File: src/rtl/accumulator_16bit_if.sv
// Sample-in / block-result-out bundle for accumulator_16bit.
// The slave modport is the accumulator side; master is the sample source and consumer.
interface accumulator_16bit_if;
    logic        clear;
    logic [15:0] data_in;
    logic        data_valid;
    logic        busy;
    logic [15:0] result;
    logic        result_valid;
    logic        overflow_flag;
    logic [7:0]  sample_count;

    modport slave (
        input  clear, data_in, data_valid,
        output busy, result, result_valid, overflow_flag, sample_count
    );

    modport master (
        output clear, data_in, data_valid,
        input  busy, result, result_valid, overflow_flag, sample_count
    );
endinterface

File: src/rtl/accumulator_16bit.sv
// Block accumulator: sums NUM_SAMPLES unsigned 16-bit samples through a ripple-carry
// adder and publishes the total with a one-cycle strobe and a sticky carry-out flag.
module full_adder_cell (
    input  logic a_i,
    input  logic b_i,
    input  logic c_i,
    output logic s_o,
    output logic c_o
);
    assign s_o = a_i ^ b_i ^ c_i;
    assign c_o = (a_i & b_i) | (c_i & (a_i ^ b_i));
endmodule

module adder_16bit (
    input  logic [15:0] a_i,
    input  logic [15:0] b_i,
    input  logic        carry_i,
    output logic [15:0] sum_o,
    output logic        overflow_o
);
    logic [16:0] carry;

    assign carry[0]   = carry_i;
    assign overflow_o = carry[16];

    full_adder_cell u_fa [15:0] (
        .a_i (a_i),
        .b_i (b_i),
        .c_i (carry[15:0]),
        .s_o (sum_o),
        .c_o (carry[16:1])
    );
endmodule

module accumulator_16bit #(
    parameter int NUM_SAMPLES = 8
) (
    input  logic                clk,
    input  logic                n_rst,
    accumulator_16bit_if.slave  bus
);
    if (NUM_SAMPLES < 2 || NUM_SAMPLES > 255) begin : g_bad_param
        $error("accumulator_16bit: NUM_SAMPLES must be in 2..255");
    end

    localparam logic [7:0] LAST_IDX = 8'(NUM_SAMPLES - 1);

    typedef enum logic [1:0] {
        IDLE  = 2'd0,
        ACCUM = 2'd1,
        DONE  = 2'd2
    } state_e;

    state_e      state_q, state_d;
    logic [15:0] acc_q, acc_d;
    logic [7:0]  count_q, count_d;
    logic        ovf_q, ovf_d;
    logic [15:0] result_q, result_d;
    logic        oflag_q, oflag_d;

    logic [15:0] sum;
    logic        carry_out;
    logic        last_sample;

    // acc_q is held at zero outside ACCUM, so IDLE's "0 + data_in" shares this adder.
    adder_16bit u_adder (
        .a_i        (acc_q),
        .b_i        (bus.data_in),
        .carry_i    (1'b0),
        .sum_o      (sum),
        .overflow_o (carry_out)
    );

    assign last_sample = bus.data_valid && (count_q == LAST_IDX);

    always_ff @(posedge clk or negedge n_rst) begin
        if (!n_rst) begin
            state_q <= IDLE;
        end else begin
            state_q <= state_d;
        end
    end

    always_comb begin
        state_d = state_q;
        if (bus.clear) begin
            state_d = IDLE;
        end else begin
            case (state_q)
                IDLE:    if (bus.data_valid) state_d = ACCUM;
                ACCUM:   if (last_sample) state_d = DONE;
                DONE:    state_d = IDLE;
                default: state_d = IDLE;
            endcase
        end
    end

    always_comb begin
        bus.busy         = (state_q == DONE);
        bus.result_valid = (state_q == DONE);
    end

    always_comb begin
        acc_d    = acc_q;
        count_d  = count_q;
        ovf_d    = ovf_q;
        result_d = result_q;
        oflag_d  = oflag_q;
        if (bus.clear) begin
            acc_d   = '0;
            count_d = '0;
            ovf_d   = 1'b0;
        end else begin
            case (state_q)
                IDLE: begin
                    if (bus.data_valid) begin
                        acc_d   = sum;
                        count_d = 8'd1;
                        ovf_d   = 1'b0;
                    end
                end
                ACCUM: begin
                    if (bus.data_valid) begin
                        acc_d   = sum;
                        count_d = count_q + 8'd1;
                        ovf_d   = ovf_q | carry_out;
                    end
                    // Publish on the completing edge so DONE already shows the new total.
                    if (last_sample) begin
                        result_d = sum;
                        oflag_d  = ovf_q | carry_out;
                    end
                end
                default: begin
                    acc_d   = '0;
                    count_d = '0;
                    ovf_d   = 1'b0;
                end
            endcase
        end
    end

    always_ff @(posedge clk or negedge n_rst) begin
        if (!n_rst) begin
            acc_q    <= '0;
            count_q  <= '0;
            ovf_q    <= 1'b0;
            result_q <= '0;
            oflag_q  <= 1'b0;
        end else begin
            acc_q    <= acc_d;
            count_q  <= count_d;
            ovf_q    <= ovf_d;
            result_q <= result_d;
            oflag_q  <= oflag_d;
        end
    end

    assign bus.result        = result_q;
    assign bus.overflow_flag = oflag_q;
    assign bus.sample_count  = count_q;

`ifndef SYNTHESIS
    always @(posedge clk) begin
        if (n_rst && bus.data_valid) begin
            assert (!$isunknown(bus.data_in))
                else $error("accumulator_16bit: data_in has X/Z while data_valid=1");
        end
    end
`endif
endmodule

File: src/flat_wrapper.sv
// flat-port wrapper written by rule: the top's interface ports become plain ports
module accumulator_16bit_flat 
#(
    parameter int NUM_SAMPLES = 8
)
  (clk, n_rst, bus_clear, bus_data_in, bus_data_valid, bus_busy, bus_result, bus_result_valid, bus_overflow_flag, bus_sample_count);
  accumulator_16bit_if bus_i ();
  input  logic clk;
  input  logic n_rst;
  input wire logic [$bits(bus_i.clear)-1:0] bus_clear;
  input wire logic [$bits(bus_i.data_in)-1:0] bus_data_in;
  input wire logic [$bits(bus_i.data_valid)-1:0] bus_data_valid;
  output wire logic [$bits(bus_i.busy)-1:0] bus_busy;
  output wire logic [$bits(bus_i.result)-1:0] bus_result;
  output wire logic [$bits(bus_i.result_valid)-1:0] bus_result_valid;
  output wire logic [$bits(bus_i.overflow_flag)-1:0] bus_overflow_flag;
  output wire logic [$bits(bus_i.sample_count)-1:0] bus_sample_count;
  assign bus_i.clear = bus_clear;
  assign bus_i.data_in = bus_data_in;
  assign bus_i.data_valid = bus_data_valid;
  assign bus_busy = bus_i.busy;
  assign bus_result = bus_i.result;
  assign bus_result_valid = bus_i.result_valid;
  assign bus_overflow_flag = bus_i.overflow_flag;
  assign bus_sample_count = bus_i.sample_count;
  accumulator_16bit #(.NUM_SAMPLES(NUM_SAMPLES)) u_core (.clk(clk), .n_rst(n_rst), .bus(bus_i));
endmodule
File: config.mk
export PLATFORM = sky130hd
export DESIGN_NAME = accumulator_16bit_flat
export DESIGN_NICKNAME = d
export VERILOG_FILES = /design/src/rtl/accumulator_16bit_if.sv /design/src/rtl/accumulator_16bit.sv /design/src/flat_wrapper.sv
export SDC_FILE = /design/constraint.sdc
export NUM_CORES = 1
export LEC_CHECK = 0
export CAP_MARGIN = 25
export CORE_MARGIN = 1
export CORE_UTILIZATION = 45
export DETAILED_ROUTE_END_ITERATION = 7
export GPL_ROUTABILITY_DRIVEN = 0
export PLACE_DENSITY_LB_ADDON = 0.1
export RECOVER_POWER = 25
export SYNTH_ARGS = -nofsm -noshare
export SYNTH_HDL_FRONTEND = slang
export SYNTH_HIERARCHICAL = 1
export SYNTH_SLANG_ARGS = --single-unit
File: constraint.sdc
create_clock -name clk -period 7.2 [get_ports clk]
set_clock_uncertainty 0.1 [all_clocks]
set_input_delay 1.44 -clock clk [delete_from_list [all_inputs] [get_ports clk]]
set_output_delay 1.44 -clock clk [all_outputs]
set_load 0.02 [all_outputs]
# Yosys cells after proc, flatten, opt, wreduce, memory -nomap -nowiden
# Index checks and enable logic that the tools add are counted.
[totals]
register_bits = 44
input_bits = 20
output_inout_bits = 27
[classes]
addsub = 1
n_eq_ne = 7
n_mux = 15
bitwise = 79
n_reduce_logical = 6
[op_table]
columns = ["op", "n"]
rows = [
  ["$mux W16", 3],
  ["$and A1 B1 Y1", 31],
  ["$xor A1 B1 Y1", 31],
  ["$mux W8", 3],
  ["$or A1 B1 Y1", 16],
  ["$pmux W8 S2", 1],
  ["$add A8 B1 Y8 const B", 1],
  ["$eq A8 B3 Y1 const B", 1],
  ["$mux W2", 3],
  ["$ne A3 B3 Y1 const B", 2],
  ["$pmux W2 S2", 1],
  ["$reduce_and A2 Y1", 2],
  ["$mux W1", 3],
  ["$ne A3 B1 Y1 const B", 1],
  ["$ne A3 B2 Y1 const B", 1],
  ["$reduce_and A3 Y1", 1],
  ["$eq A2 B1 Y1 const B", 1],
  ["$eq A2 B2 Y1 const B", 1],
  ["$logic_not A2 Y1", 1],
  ["$pmux W1 S2", 1],
  ["$reduce_or A2 Y1", 1],
  ["$logic_and A1 B1 Y1", 1],
  ["$not A1 Y1", 1],
]

# Logic depth before layout (Yosys ltp)
# Gate-level depths: netlist of run 1.
[logic_depth]
word_depth = 35
mapped_depth = 18
ltp_nobuf = 18

# Cells and area by module
# Netlist of run 1, hierarchy kept.
[by_module_without_submodules]
columns = ["module", "n_inst", "cells_each", "area_each_um2", "seq_area_each_um2"]
rows = [
  ["accumulator_16bit", 1, 150, 1920.6, 1101.1],
  ["full_adder_cell", 16, 1, 20.0, 0.0],
]

# Worst setup path after synthesis of run 1
# No wires, ideal clock.
[synth_timing]
path_kind = "input-to-reg"
start = "input bus_data_in[0]"
end = "register u_core.result_q[15], in the netlist u_core/bus.result[15]"
setup_ns = 0.125
arrival_time_ns = 7.858
slack_ns = -0.883
stages = 17
path_buffers = 0
path_cell_list = "fa_1 -> fa_1 -> fa_1 -> fa_1 -> fa_1 -> fa_1 -> fa_1 -> fa_1 -> fa_1 -> fa_1 -> fa_1 -> fa_1 -> fa_1 -> fa_1 -> fa_1 -> fa_1 -> mux2_4"
[synth_between]
elab_chain_cells = 30
[synth_lines]
columns = ["item", "line_no", "source"]
rows = [
  ["start: declaration", "flat_wrapper.sv:11", "input wire logic [$bits(bus_i.data_in)-1:0] bus_data_in;"],
  ["$and A1 B1 Y1 (2 in series)", "accumulator_16bit.sv:11", "assign c_o = (a_i & b_i) | (c_i & (a_i ^ b_i));"],
  ["$or A1 B1 Y1", "accumulator_16bit.sv:11", ""],
  ["via u_core.u_adder.carry[2]", "accumulator_16bit.sv:21", "logic [16:0] carry;"],
  ["$and A1 B1 Y1", "accumulator_16bit.sv:11", ""],
  ["$or A1 B1 Y1", "accumulator_16bit.sv:11", ""],
  ["via u_core.u_adder.carry[3]", "accumulator_16bit.sv:21", ""],
  ["$and A1 B1 Y1", "accumulator_16bit.sv:11", ""],
  ["$or A1 B1 Y1", "accumulator_16bit.sv:11", ""],
  ["via u_core.u_adder.carry[4]", "accumulator_16bit.sv:21", ""],
  ["[2 not listed]", "--", ""],
  ["via u_core.u_adder.carry[5]", "accumulator_16bit.sv:21", ""],
  ["[2 not listed]", "--", ""],
  ["via u_core.u_adder.carry[6]", "accumulator_16bit.sv:21", ""],
  ["[2 not listed]", "--", ""],
  ["via u_core.u_adder.carry[7]", "accumulator_16bit.sv:21", ""],
  ["[2 not listed]", "--", ""],
  ["via u_core.u_adder.carry[8]", "accumulator_16bit.sv:21", ""],
  ["[2 not listed]", "--", ""],
  ["via u_core.u_adder.carry[9]", "accumulator_16bit.sv:21", ""],
  ["[2 not listed]", "--", ""],
  ["via u_core.u_adder.carry[10]", "accumulator_16bit.sv:21", ""],
  ["[2 not listed]", "--", ""],
  ["via u_core.u_adder.carry[11]", "accumulator_16bit.sv:21", ""],
  ["[2 not listed]", "--", ""],
  ["via u_core.u_adder.carry[12]", "accumulator_16bit.sv:21", ""],
  ["[2 not listed]", "--", ""],
  ["via u_core.u_adder.carry[13]", "accumulator_16bit.sv:21", ""],
  ["$and A1 B1 Y1", "accumulator_16bit.sv:11", ""],
  ["$or A1 B1 Y1", "accumulator_16bit.sv:11", ""],
  ["via u_core.u_adder.carry[14]", "accumulator_16bit.sv:21", ""],
  ["$and A1 B1 Y1", "accumulator_16bit.sv:11", ""],
  ["$or A1 B1 Y1", "accumulator_16bit.sv:11", ""],
  ["via u_core.u_adder.carry[15]", "accumulator_16bit.sv:21", ""],
  ["$xor A1 B1 Y1", "accumulator_16bit.sv:10", "assign s_o = a_i ^ b_i ^ c_i;"],
  ["via u_core.sum[15]", "accumulator_16bit.sv:61", "logic [15:0] sum;"],
  ["end signal: assignment", "accumulator_16bit.sv:154", "result_q <= result_d;"],
  ["end: declaration", "accumulator_16bit.sv:58", "logic [15:0] result_q, result_d;"],
]
# The timed path passes the listed nets, and every way through them passes these cells.
# A chain may end at the register's enable or synchronous reset.

# Final worst setup path of run 1
[layout_timing]
start = "input bus_data_in[0]"
end = "register u_core.result_q[15], in the netlist u_core/bus.result[15]"
[layout_between]
elab_chain_cells = 30
[layout_lines]
columns = ["item", "line_no"]
rows = [
  ["$and A1 B1 Y1", "accumulator_16bit.sv:11"],
  ["via u_core.u_adder.carry[1]", "accumulator_16bit.sv:21"],
  ["$and A1 B1 Y1", "accumulator_16bit.sv:11"],
  ["$or A1 B1 Y1", "accumulator_16bit.sv:11"],
  ["via u_core.u_adder.carry[2]", "accumulator_16bit.sv:21"],
  ["$and A1 B1 Y1", "accumulator_16bit.sv:11"],
  ["$or A1 B1 Y1", "accumulator_16bit.sv:11"],
  ["via u_core.u_adder.carry[3]", "accumulator_16bit.sv:21"],
  ["[2 not listed]", "--"],
  ["via u_core.u_adder.carry[4]", "accumulator_16bit.sv:21"],
  ["[2 not listed]", "--"],
  ["via u_core.u_adder.carry[5]", "accumulator_16bit.sv:21"],
  ["[2 not listed]", "--"],
  ["via u_core.u_adder.carry[6]", "accumulator_16bit.sv:21"],
  ["[2 not listed]", "--"],
  ["via u_core.u_adder.carry[7]", "accumulator_16bit.sv:21"],
  ["[2 not listed]", "--"],
  ["via u_core.u_adder.carry[8]", "accumulator_16bit.sv:21"],
  ["[2 not listed]", "--"],
  ["via u_core.u_adder.carry[9]", "accumulator_16bit.sv:21"],
  ["[2 not listed]", "--"],
  ["via u_core.u_adder.carry[10]", "accumulator_16bit.sv:21"],
  ["[2 not listed]", "--"],
  ["via u_core.u_adder.carry[11]", "accumulator_16bit.sv:21"],
  ["[2 not listed]", "--"],
  ["via u_core.u_adder.carry[12]", "accumulator_16bit.sv:21"],
  ["[2 not listed]", "--"],
  ["via u_core.u_adder.carry[13]", "accumulator_16bit.sv:21"],
  ["$and A1 B1 Y1", "accumulator_16bit.sv:11"],
  ["$or A1 B1 Y1", "accumulator_16bit.sv:11"],
  ["via u_core.u_adder.carry[14]", "accumulator_16bit.sv:21"],
  ["$and A1 B1 Y1", "accumulator_16bit.sv:11"],
  ["$or A1 B1 Y1", "accumulator_16bit.sv:11"],
  ["via u_core.u_adder.carry[15]", "accumulator_16bit.sv:21"],
  ["$xor A1 B1 Y1", "accumulator_16bit.sv:10"],
  ["via u_core.sum[15]", "accumulator_16bit.sv:61"],
]
# The timed path passes the listed nets, and every way through them passes these cells.

==> run metrics, run 1 <==
outcome=complete, but fails checks; failing checks=max-capacitance violations, max-slew violations, negative setup slack; least setup slack across all paths after layout=-0.181 ns; CTS tree=done; overall routed net length=4.29 mm; num ports=47; antenna violations before repair=0; Yosys warning total=6; detailed-routed wire length on met3=166 um; proportion of layout cells with a drive suffix above 1=a little over a fifth; Worst Setup Path Type=in2reg; routed length on met2=2.19 mm; routed via count=around 1.4k; portion of the post-synthesis area used by sequential elements=approximately half; Post-route DRC=0; Hold Crit Start=u_core/bus.result[13]; total of endpoints with negative setup slack in the final report=4; cell area after technology mapping=between 2000 and 2500 um2; count of input and output buffers=46; clock-pin slew reported for the worst setup and hold paths after clock tree synthesis=approximately 0.08 ns; Max transition margin=-3.10%; source of the worst register-to-register timing path=u_core/acc_q[0]; data arrival time of the critical path=roughly 7.5 ns; Hold Crit Class=reg2reg; crit-path max cell delay=between 0.4 and 0.5 ns; CP max-delay cell=sky130_fd_sc_hd__fa_2; number of violations reported at the end of detailed-routing iteration 0=between 50 and 60; row cnt=25; Final Max Tran Viols=30; number of flops mapped to enable cells by yosys=0; HPWL reported at the end of detailed placement=3.01 mm; sink count of the clock tree=44; shortest period the worst path allows=about 7.4 ns; Via-to-Cell Ratio=5.12; maximum frequency from static timing analysis=about 140 MHz; average routed wire per standard cell=15.3 um; starting utilization of the core area=a little under half; maximum fanout along the worst path=2; category of the worst setup path launch point=input pin; post-layout util=approximately three fifths; Die Y=roughly 73 um; Inserted Diodes=0; number of buffers on the longest clock path=2; syn nets=between 200 and 250; chip width=~73 um; Hold-fix buffers, CTS=0; full die area=between 5000 and 6000 um2; Req. time, crit path=between 7 and 8 ns; Most used DFF post-synth=sky130_fd_sc_hd__dfrtp_1; number of cells produced by synthesis=roughly 170; GR Util All Layers=a little under a fifth; area added between synthesis and finish=28.5%; Most Frequent Cell on Critical Path=sky130_fd_sc_hd__fa_2; final hold violation count=0; unrepaired setup endpoints after global routing=yes; ys async rst share=between 90% and 100%; placeable core area=4750 um2; number of buffers created by CTS=5; ratio of total power to cell area=just under 200 nW/um2; highest metal layer with signal wires=met4; count of antenna-violating nets left after detailed routing=0; largest net degree at the start of global routing=between 40 and 50; post-CTS setup-driven buffer insertion count=0; Post-Synthesis Mean Instance Area=13.5 um2; first-pass GRT wire length=~7.4 mm; worst hold margin=roughly 0.41 ns; critical path endpoint category=flop; CTS H-tree lvls=2; Critical Path, Cell by Cell=buf_6, fa_2, fa_2, fa_2, fa_2, fa_2, fa_2, fa_2, fa_2, fa_2, fa_2, fa_2, fa_2, fa_2, fa_2, fa_2, fa_2, mux2_4; actual transition at the worst max-transition pin=1.55 ns; clk_lat worst skew=just under 0.3 ns; cell chosen for the clock root=sky130_fd_sc_hd__clkbuf_8; number of global-route vias before repair=~1.5k; Crit. Startpoint=bus_data_in[0]; maximum vdd drop=roughly 0.13 mV; number of maximum-capacitance violations=1; post-layout net count=251; Lkg Pwr=between 1 and 1.5 nW; flip-flop and latch count after synthesis=44; drt first pass iters=4; Netlist cell types=33; setup_tns=-0.406 ns; met1 WL=1.89 mm; ratio of final minimum period to clock period=103%; GRT Residual Overflow=0
final timing paths:
path | endpoint | slack, ns | cells past startpoint
hold / removal | u_core/bus.result[13] | 0.41 | 1
max in group asynchronous | u_core/bus.result[3] | 3.97 | 2
setup reg to reg | u_core/bus.result[15] | 0.59 | 17
hold reg to reg | u_core/bus.result[13] | 0.41 | 1
min in group asynchronous | u_core/bus.sample_count[4] | 1.12 | 1
setup / recovery | u_core/bus.result[15] | -0.18 | 18
layout make-up:
class                      instances  area, um2
multi-input combinational        111       1130
clock buffer                       8       90.1
sequential                        44       1100
tap                               67       83.8
fill                             382       1870
inverter                           3       11.3
timing repair buffer              48        467
layer usage:
layer | track usage (%) | vias to the layer above
met5 | 0 | -
met4 | 3.92 | 0
met3 | 4.44 | 5
met2 | 32.2 | 34
met1 | 23.7 | 732
li1 | - | 667
logic make-up after synthesis:
family,count (synthesis),share of synthesized area (%)
buffers and inverters,11,2.51
adders and majority gates,18,15.4
other,1,0.167
and+or+nand+nor,40,10.5
DFF,44,49.1
muxes,33,17.0
AOI/OAI and AO/OA,19,5.30
sequential cells by signal, summed over array words and instances (netlist names):
name                      flops
u_core/bus.overflow_flag      1
u_core/bus.sample_count       8
u_core/acc_q                 16
u_core/bus.result            16
u_core/ovf_q                  1
u_core/state_q                2
critical path, delay by kind of cell:
kind | cells | cell delay, ns
adders and majority gates | 16 | 5.64
buffers and inverters | 1 | 0.09
muxes | 1 | 0.27
where the power goes:
part | total [mW] | internal (mW) | switching (mW)
sequential | 0.281 | 0.264 | 0.0169
combinational | 0.121 | 0.0628 | 0.0585
clock | 0.157 | 0.0783 | 0.0791
synth_stat cells, drive strengths merged, types with 3 or more instances:
cell type	number	area [um2]
fa	16	320
or4	3	22.5
buf	5	33.8
mux2	16	210
inv	3	11.3
nand2	4	15.0
clkbuf	3	11.3
nor2	20	75.1
mux2i	17	170
o31ai	4	35.0
or3	3	18.8
a21oi	7	35.0
o21ai	5	25.0
dfrtp	44	1100
cells in the final DEF, fill, tap and decap left out, types with 3 or more instances in the layout:
| cell type | synthesis | layout |
|---|---|---|
| sky130_fd_sc_hd__clkdlybuf4s50_1 | 0 | 44 |
| sky130_fd_sc_hd__dfrtp_1 | 44 | 44 |
| sky130_fd_sc_hd__nor2_1 | 20 | 20 |
| sky130_fd_sc_hd__mux2i_1 | 17 | 17 |
| sky130_fd_sc_hd__fa_2 | 0 | 16 |
| sky130_fd_sc_hd__mux2_4 | 8 | 8 |
| sky130_fd_sc_hd__mux2_2 | 8 | 8 |
| sky130_fd_sc_hd__clkbuf_8 | 0 | 6 |
| sky130_fd_sc_hd__a21oi_1 | 7 | 6 |
| sky130_fd_sc_hd__o21ai_0 | 5 | 5 |
| sky130_fd_sc_hd__clkbuf_1 | 3 | 4 |
| sky130_fd_sc_hd__nand2_1 | 4 | 4 |
| sky130_fd_sc_hd__o31ai_1 | 3 | 3 |
| sky130_fd_sc_hd__or4_1 | 3 | 3 |
| sky130_fd_sc_hd__inv_1 | 3 | 3 |
| sky130_fd_sc_hd__or3_1 | 3 | 3 |
through the flow:
step           total power, mW  worst slack (ns)  instance area [um2]  instances
4_1_cts                  0.570            -0.181                 2880        280
3_3_place_gp             0.403            -0.836                 2790        272
3_5_place_dp             0.408            -0.869                 2790        272
2_1_floorplan            0.364            -0.269                 2280        166
5_1_grt                  0.597            -0.306                 2880        281
6_report                 0.560            -0.181                 2880        281
repair_timing:
item	in CTS	in global routing
setup endpoints to repair	6	4
endpoints found under the hold margin	0	0
gates resized for setup	5	0
pin swaps	2	1
Power figures use the tool's default switching activity.
==> inputs of run 2 (changes only) <==
Settings changed: CTS_BUF_LIST set to sky130_fd_sc_hd__clkbuf_16, SYNTH_HIERARCHICAL 1 to unset.
==> run 2 against run 1 <==
Net effect: the run ends with max-capacitance violations, max-slew violations left; largest cell class unchanged; synthesized cell count increased by 27%; sequential cell count did not move; utilization is 0.72 points lower; area after synthesis is 7.9% higher; critical endpoint is now u_core.bus.result[15]; via count up 9.2%; global-route usage is 0.39 points lower.
==> run metrics, run 2 <==
row cnt=26 (+4.0%); maximum frequency from static timing analysis=143 MHz (+5.2%); largest net degree at the start of global routing=45 (unchanged); Max transition margin=-32.4% (-29 points); met1 WL=2.18 mm (+15%); post-CTS setup-driven buffer insertion count=0 (unchanged); layout filler cell count=469 (+23%); area added between synthesis and finish=27.3%; number of cells produced by synthesis=210 (+27%); number of maximum-capacitance violations=1 (unchanged); worst path bufs/invs=3 (+2); average routed wire per standard cell=13.6 um (-11%); Lkg Pwr=1.46 nW (+12%); CP max-delay cell=sky130_fd_sc_hd__fa_1; detailed-routed wire length on met3=137 um (-17%); routed via count=1571 (+9.2%); number of violations reported at the end of detailed-routing iteration 0=65 (+14%); GR Util All Layers=18.1% (-0.39 points); Req. time, crit path=7.27 ns (about the same); area taken by flip-flops and latches=1100 um2 (unchanged); Final Max Tran Viols=38 (+27%); highest metal layer with signal wires=met4; leading cell types by total area after synthesis=sky130_fd_sc_hd__dfrtp_1 (46%), sky130_fd_sc_hd__fa_1 (12%), sky130_fd_sc_hd__mux2i_1 (7.0%); portion of the post-synthesis area used by sequential elements=45.5% (-3.6 points); category of the worst setup path launch point=input pin; shortest period the worst path allows=7.02 ns (-0.366 ns); crit-path max cell delay=0.43 ns (about the same); Critical Path, Cell by Cell=buf_2, ha_4, inv_2, fa_2, fa_2, fa_2, fa_2, fa_2, fa_2, fa_2, fa_2, fa_2, fa_2, fa_2, fa_2, inv_2, fa_2, fa_2, fa_1, mux2_4; number of global-route vias before repair=1511 (-2.1%); antenna violations before repair=0 (unchanged); most used standard cell by instance count after synthesis=sky130_fd_sc_hd__dfrtp_1; Design Power=0.607 mW (+8.4%); cell taking the most area after synthesis=sky130_fd_sc_hd__dfrtp_1; maximum fanout along the worst path=2 (unchanged); failing checks=max-capacitance violations, max-slew violations; Yosys warning total=0 (-6); final hold violation count=0 (unchanged); ys async rst share=100% (unchanged); unrepaired setup endpoints after global routing=no; overall routed net length=4.43 mm (+3.3%); actual transition at the worst max-transition pin=1.99 ns (+0.440 ns); Inserted Diodes=0 (unchanged); number of flops mapped to enable cells by yosys=0 (unchanged); GRT Residual Overflow=0 (unchanged); chip width=75.3 um (+3.8%); Post-route DRC=0 (unchanged); routed length on met2=2.06 mm (-5.8%); critical path endpoint category=flop; outcome=complete, but fails checks; CTS H-tree lvls=2 (unchanged); ratio of total power to cell area=197 nW/um2 (+1.5%); syn nets=247 (+21%); clock-pin slew reported for the worst setup and hold paths after clock tree synthesis=0.06 ns (-0.02 ns); sink count of the clock tree=44 (unchanged); Most used DFF post-synth=sky130_fd_sc_hd__dfrtp_1; clk_lat worst skew=0.28 ns (about the same); post-layout net count=292 (+16%); first-pass GRT wire length=7.38 mm (about the same); most instantiated cells after synthesis=sky130_fd_sc_hd__dfrtp_1 (44), sky130_fd_sc_hd__inv_1 (40), sky130_fd_sc_hd__nor2_1 (20); ratio of final minimum period to clock period=97.4% (-5.1 points); count of antenna-violating nets left after detailed routing=0 (unchanged); total of endpoints with negative setup slack in the final report=0 (-4); Hold Crit Class=reg2reg; worst hold margin=0.402 ns (-0.00834 ns); cell chosen for the clock root=sky130_fd_sc_hd__clkbuf_16; Die Y=75.3 um (+3.8%); Post-Synthesis Mean Instance Area=11.5 um2 (-15%); Worst Setup Path Type=in2reg; num ports=47 (unchanged); flip-flop and latch count after synthesis=44 (unchanged); Netlist cell types=37 (+12%); full die area=5670 um2 (+7.7%); maximum vdd drop=0.136 mV (+2.9%); CP delay by family, top=adder cells; most frequent standard cell in the layout excluding fill and tap cells=sky130_fd_sc_hd__dfrtp_1; CTS tree=done; placeable core area=5140 um2 (+8.1%); HPWL reported at the end of detailed placement=2.96 mm (-1.7%); area fraction of the dominant cell type after synthesis=45.5% (-3.6 points); highest-count cells in the layout ignoring fill and taps=sky130_fd_sc_hd__dfrtp_1 (44), sky130_fd_sc_hd__clkdlybuf4s50_1 (43), sky130_fd_sc_hd__inv_1 (37); Hold-fix buffers, CTS=0 (unchanged); number of buffers created by CTS=5 (unchanged); setup_tns=0 ns (+0.406 ns); drt first pass iters=4 (unchanged); proportion of layout cells with a drive suffix above 1=18.0% (-3.9 points); number of buffers on the longest clock path=2 (unchanged); Most Frequent Cell on Critical Path=sky130_fd_sc_hd__fa_2; count of input and output buffers=46 (unchanged); data arrival time of the critical path=7.08 ns (-0.38 ns); starting utilization of the core area=47.0% (-0.10 points); footprint of the multi-input gates=1150 um2 (+2.0%); Via-to-Cell Ratio=4.83 (-5.5%); cell area after technology mapping=2420 um2 (+7.9%)
-- run 2: worst register-to-register path, stage by stage (launching register included) --
cell                      delay (ns)
sky130_fd_sc_hd__dfrtp_1        0.39
sky130_fd_sc_hd__ha_4           0.15
sky130_fd_sc_hd__inv_2          0.03
sky130_fd_sc_hd__fa_2           0.34
sky130_fd_sc_hd__fa_2           0.36
sky130_fd_sc_hd__fa_2           0.35
sky130_fd_sc_hd__fa_2           0.35
sky130_fd_sc_hd__fa_2           0.36
sky130_fd_sc_hd__fa_2           0.35
sky130_fd_sc_hd__fa_2           0.35
sky130_fd_sc_hd__fa_2           0.34
sky130_fd_sc_hd__fa_2           0.34
sky130_fd_sc_hd__fa_2           0.34
sky130_fd_sc_hd__fa_2           0.35
sky130_fd_sc_hd__fa_2           0.36
sky130_fd_sc_hd__inv_2          0.07
sky130_fd_sc_hd__fa_2           0.20
sky130_fd_sc_hd__fa_2           0.21
sky130_fd_sc_hd__fa_1           0.43
sky130_fd_sc_hd__mux2_4         0.28
-- run 2: power breakdown --
part           total [mW]  leakage (nW)  internal [mW]  switching, mW
sequential          0.273         0.585          0.263         0.0102
combinational       0.124         0.806         0.0571         0.0673
clock               0.209        0.0648          0.124         0.0851
total               0.607          1.46          0.444          0.163
-- run 2: routing by layer --
layer  vias to the layer above  GRT usage (%)
met2                        28           28.1
li1                        772              -
met3                         4           3.97
met4                         0           6.79
met5                         -              0
met1                       767           25.3
-- run 2: layout make-up --
class | count | share of cell area [%]
Clock inverter | 2 | 0.244
Sequential cell | 44 | 35.8
Inverter | 40 | 4.88
Multi-Input combinational cell | 116 | 37.4
Tap cell | 70 | 2.85
Clock buffer | 5 | 4.07
Timing Repair Buffer | 48 | 14.8
-- run 2: logic make-up after synthesis --
| group | count (synthesis) | share of synthesized area [%] |
|---|---|---|
| buffers and inverters | 50 | 8.85 |
| and+or+nand+nor | 49 | 12.3 |
| DFF | 44 | 45.5 |
| muxes | 32 | 15.1 |
| AOI/OAI and AO/OA | 18 | 4.76 |
| adders and majority gates | 17 | 13.5 |
-- run 2: final timing paths --
path / from / to / slack, ns / cells past startpoint
setup / recovery: bus_data_in[0] / u_core.bus.result[15] / 0.18 / 20
setup reg to reg: u_core.acc_q[0] / u_core.bus.result[15] / 1.03 / 19
max in group asynchronous: n_rst / u_core.bus.result[13] / 3.83 / 2
hold reg to reg: u_core.bus.result[10] / u_core.bus.result[10] / 0.40 / 1
min in group asynchronous: n_rst / u_core.bus.result[3] / 0.97 / 1
hold / removal: u_core.bus.result[10] / u_core.bus.result[10] / 0.40 / 1
-- run 2: what timing repair did --
| action | CTS | global route |
|---|---|---|
| cloned | 0 | 0 |
| endpoints found under the setup margin | 4 | 2 |
| pin swaps | 16 | 4 |
| resized for setup | 11 | 3 |
-- run 2: through the flow --
stage               worst slack (ns)  area [um2]  utilization [%]  instances
finish                         0.185        3080             59.9        325
CTS                           0.0329        3070             59.7        324
global route                  0.0221        3080             59.9        325
global placement              -0.595        2930             57.0        317
floorplan                    0.00832        2440                -        210
detailed placement            -0.639        2930             57.0        317
==> inputs of run 3 (changes only) <==
Clock period 7.2 ns to 6.1 ns, I/O delays scaled along.
==> run 3 against run 2 <==
Net effect: the run ends with max-capacitance violations, max-slew violations, negative setup slack left; final cell count rose by 0.31%; routed wire length rose by 4.7%; register-to-register slack got worse by 1.1 ns; non-clock buffer count did not move; first-iteration DRC count rose by 12%; die area did not move.
==> run metrics, run 3 (synthesis results as in run 2) <==
outcome=complete, but fails checks; reg2reg path depth=19 (unchanged); non-filler cells, final=326 (+0.31%); Die Y=75.3 um (unchanged); final hold violation count=0 (unchanged); least setup slack across all paths after layout=-0.665 ns (-0.849 ns); Crit. Startpoint=bus_data_in[0]; number of violations reported at the end of detailed-routing iteration 0=73 (+12%); CP max-delay cell=sky130_fd_sc_hd__fa_1; GR Util All Layers=18.3% (+0.20 points); number of buffers on the longest clock path=2 (unchanged); area added between synthesis and finish=29.1%; ratio of final minimum period to clock period=111%; Final Max Tran Viols=33 (-13%); ratio of total power to cell area=247 nW/um2 (+25%); maximum vdd drop=0.163 mV (+20%); Req. time, crit path=6.17 ns (-1.10 ns); CTS H-tree lvls=2 (unchanged); maximum frequency from static timing analysis=approximately 150 MHz; Worst Hold Depth=1 (unchanged); most frequent standard cell in the layout excluding fill and tap cells=sky130_fd_sc_hd__dfrtp_1; source of the worst register-to-register timing path=u_core.acc_q[0]; Hold Crit Start=u_core.bus.result[9]; count of input and output buffers=46 (unchanged); count of antenna-violating nets left after detailed routing=0 (unchanged); Lkg Pwr=1.48 nW (+2.0%); Design Power=0.771 mW (+27%); footprint of the multi-input gates=1150 um2 (+0.33%); Worst Setup Path Type=in2reg; setup_tns=-3.16 ns (-3.16 ns); cell chosen for the clock root=sky130_fd_sc_hd__clkbuf_16; sink count of the clock tree=44 (unchanged); GRT Residual Overflow=0 (unchanged); placeable core area=5140 um2 (unchanged); placed cell count=317 (unchanged); shortest period the worst path allows=~6.8 ns; antenna violations before repair=0 (unchanged); number of buffers created by CTS=5 (unchanged); total of endpoints with negative setup slack in the final report=8 (+8); num ports=47 (unchanged); overall routed net length=4.63 mm (+4.7%); failing checks=max-capacitance violations, max-slew violations, negative setup slack; reg2reg setup slack=-0.09 ns (-1.12 ns); average routed wire per standard cell=14.2 um (+4.3%); category of the worst setup path launch point=input pin; Hold Crit Class=reg2reg; number of maximum-capacitance violations=1 (unchanged); chip width=75.3 um (unchanged); maximum fanout along the worst path=2 (unchanged); post-CTS setup-driven buffer insertion count=0 (unchanged); routed via count=1635 (+4.1%); Most Frequent Cell on Critical Path=sky130_fd_sc_hd__fa_2; Post-route DRC=0 (unchanged); number of global-route vias before repair=1678 (+11%); drt first pass iters=4 (unchanged); Critical Path, Cell by Cell=buf_6, ha_4, inv_2, fa_2, fa_2, fa_2, fa_2, fa_2, fa_2, fa_2, fa_2, fa_2, fa_2, fa_2, fa_2, inv_2, fa_2, fa_2, fa_1, mux2_4; clock-pin slew reported for the worst setup and hold paths after clock tree synthesis=0.06 ns (about the same); Inserted Diodes=0 (unchanged); crit-path max cell delay=0.43 ns (about the same); data arrival time of the critical path=6.84 ns (-0.24 ns); largest net degree at the start of global routing=45 (unchanged); clk_lat worst skew=0.28 ns (about the same); full die area=5670 um2 (unchanged); starting utilization of the core area=47.0% (unchanged); HPWL reported at the end of detailed placement=3.05 mm (+3.0%); CTS tree=done; worst slack at placement=-1.39 ns (-0.753 ns); proportion of layout cells with a drive suffix above 1=18.0% (-0.070 points); unrepaired setup endpoints after global routing=yes; layout filler cell count=465 (-0.85%); Via-to-Cell Ratio=5.02 (+3.8%); critical path endpoint category=flop; area taken by flip-flops and latches=1100 um2 (unchanged); row cnt=26 (unchanged); Max transition margin=-13.9% (+19 points); highest-count cells in the layout ignoring fill and taps=sky130_fd_sc_hd__dfrtp_1 (44), sky130_fd_sc_hd__clkdlybuf4s50_1 (43), sky130_fd_sc_hd__inv_1 (39); actual transition at the worst max-transition pin=1.71 ns (-0.278 ns); post-layout net count=292 (unchanged); first-pass GRT wire length=7.60 mm (+3.1%)
run 3: worst max-delay path: cells and delay by family:
| family | cells | cell delay, ns |
|---|---|---|
| buf+inv | 3 | 0.17 |
| mux | 1 | 0.27 |
| fa+ha+maj | 16 | 5.17 |
run 3: cell type report:
cell class / count / share of cell area (%)
inverter: 40 / 4.81
clock inverter: 3 / 1.24
multi-input combinational: 116 / 37.0
sequential: 44 / 35.3
timing repair buffer: 48 / 14.9
tap: 70 / 2.81
clock buffer: 5 / 4.01
run 3: timing repair:
action                                  4_1_cts  5_1_grt
endpoints found under the setup margin       10       10
hold buffers                                  0        0
gates resized for setup                       7        0
pin swaps                                    15       14
cloned                                        0        0
run 3: per-stage QoR:
| step | hold WS (ns) | instance area (um2) | util, % |
|---|---|---|---|
| after floorplan | 0.363 | 2460 | - |
| after global placement | 0.384 | 2950 | 57.4 |
| after detailed placement | 0.394 | 2950 | 57.4 |
| after CTS | 0.408 | 3120 | 60.7 |
| after global routing | 0.414 | 3120 | 60.7 |
| final | 0.403 | 3120 | 60.7 |
run 3: worst paths after layout:
path / to
max in group asynchronous: u_core.bus.result[0]
setup / recovery: u_core.bus.result[15]
min in group asynchronous: u_core.bus.result[3]
hold reg to reg: u_core.bus.result[9]
setup reg to reg: u_core.bus.result[15]
hold / removal: u_core.bus.result[9]
run 3: power breakdown:
part	internal [mW]	switching (mW)	total [mW]
Clock	0.191	0.109	0.300
Sequential	0.310	0.0125	0.323
Combinational	0.0688	0.0796	0.148
run 3: per-layer routing:
metal	global-route usage, %	routed length [um]	vias to the layer above
met5	0	0	-
met4	6.17	47	0
met3	4.50	210	5
met2	30.7	2230	46
met1	23.6	2150	813
li1	-	-	771
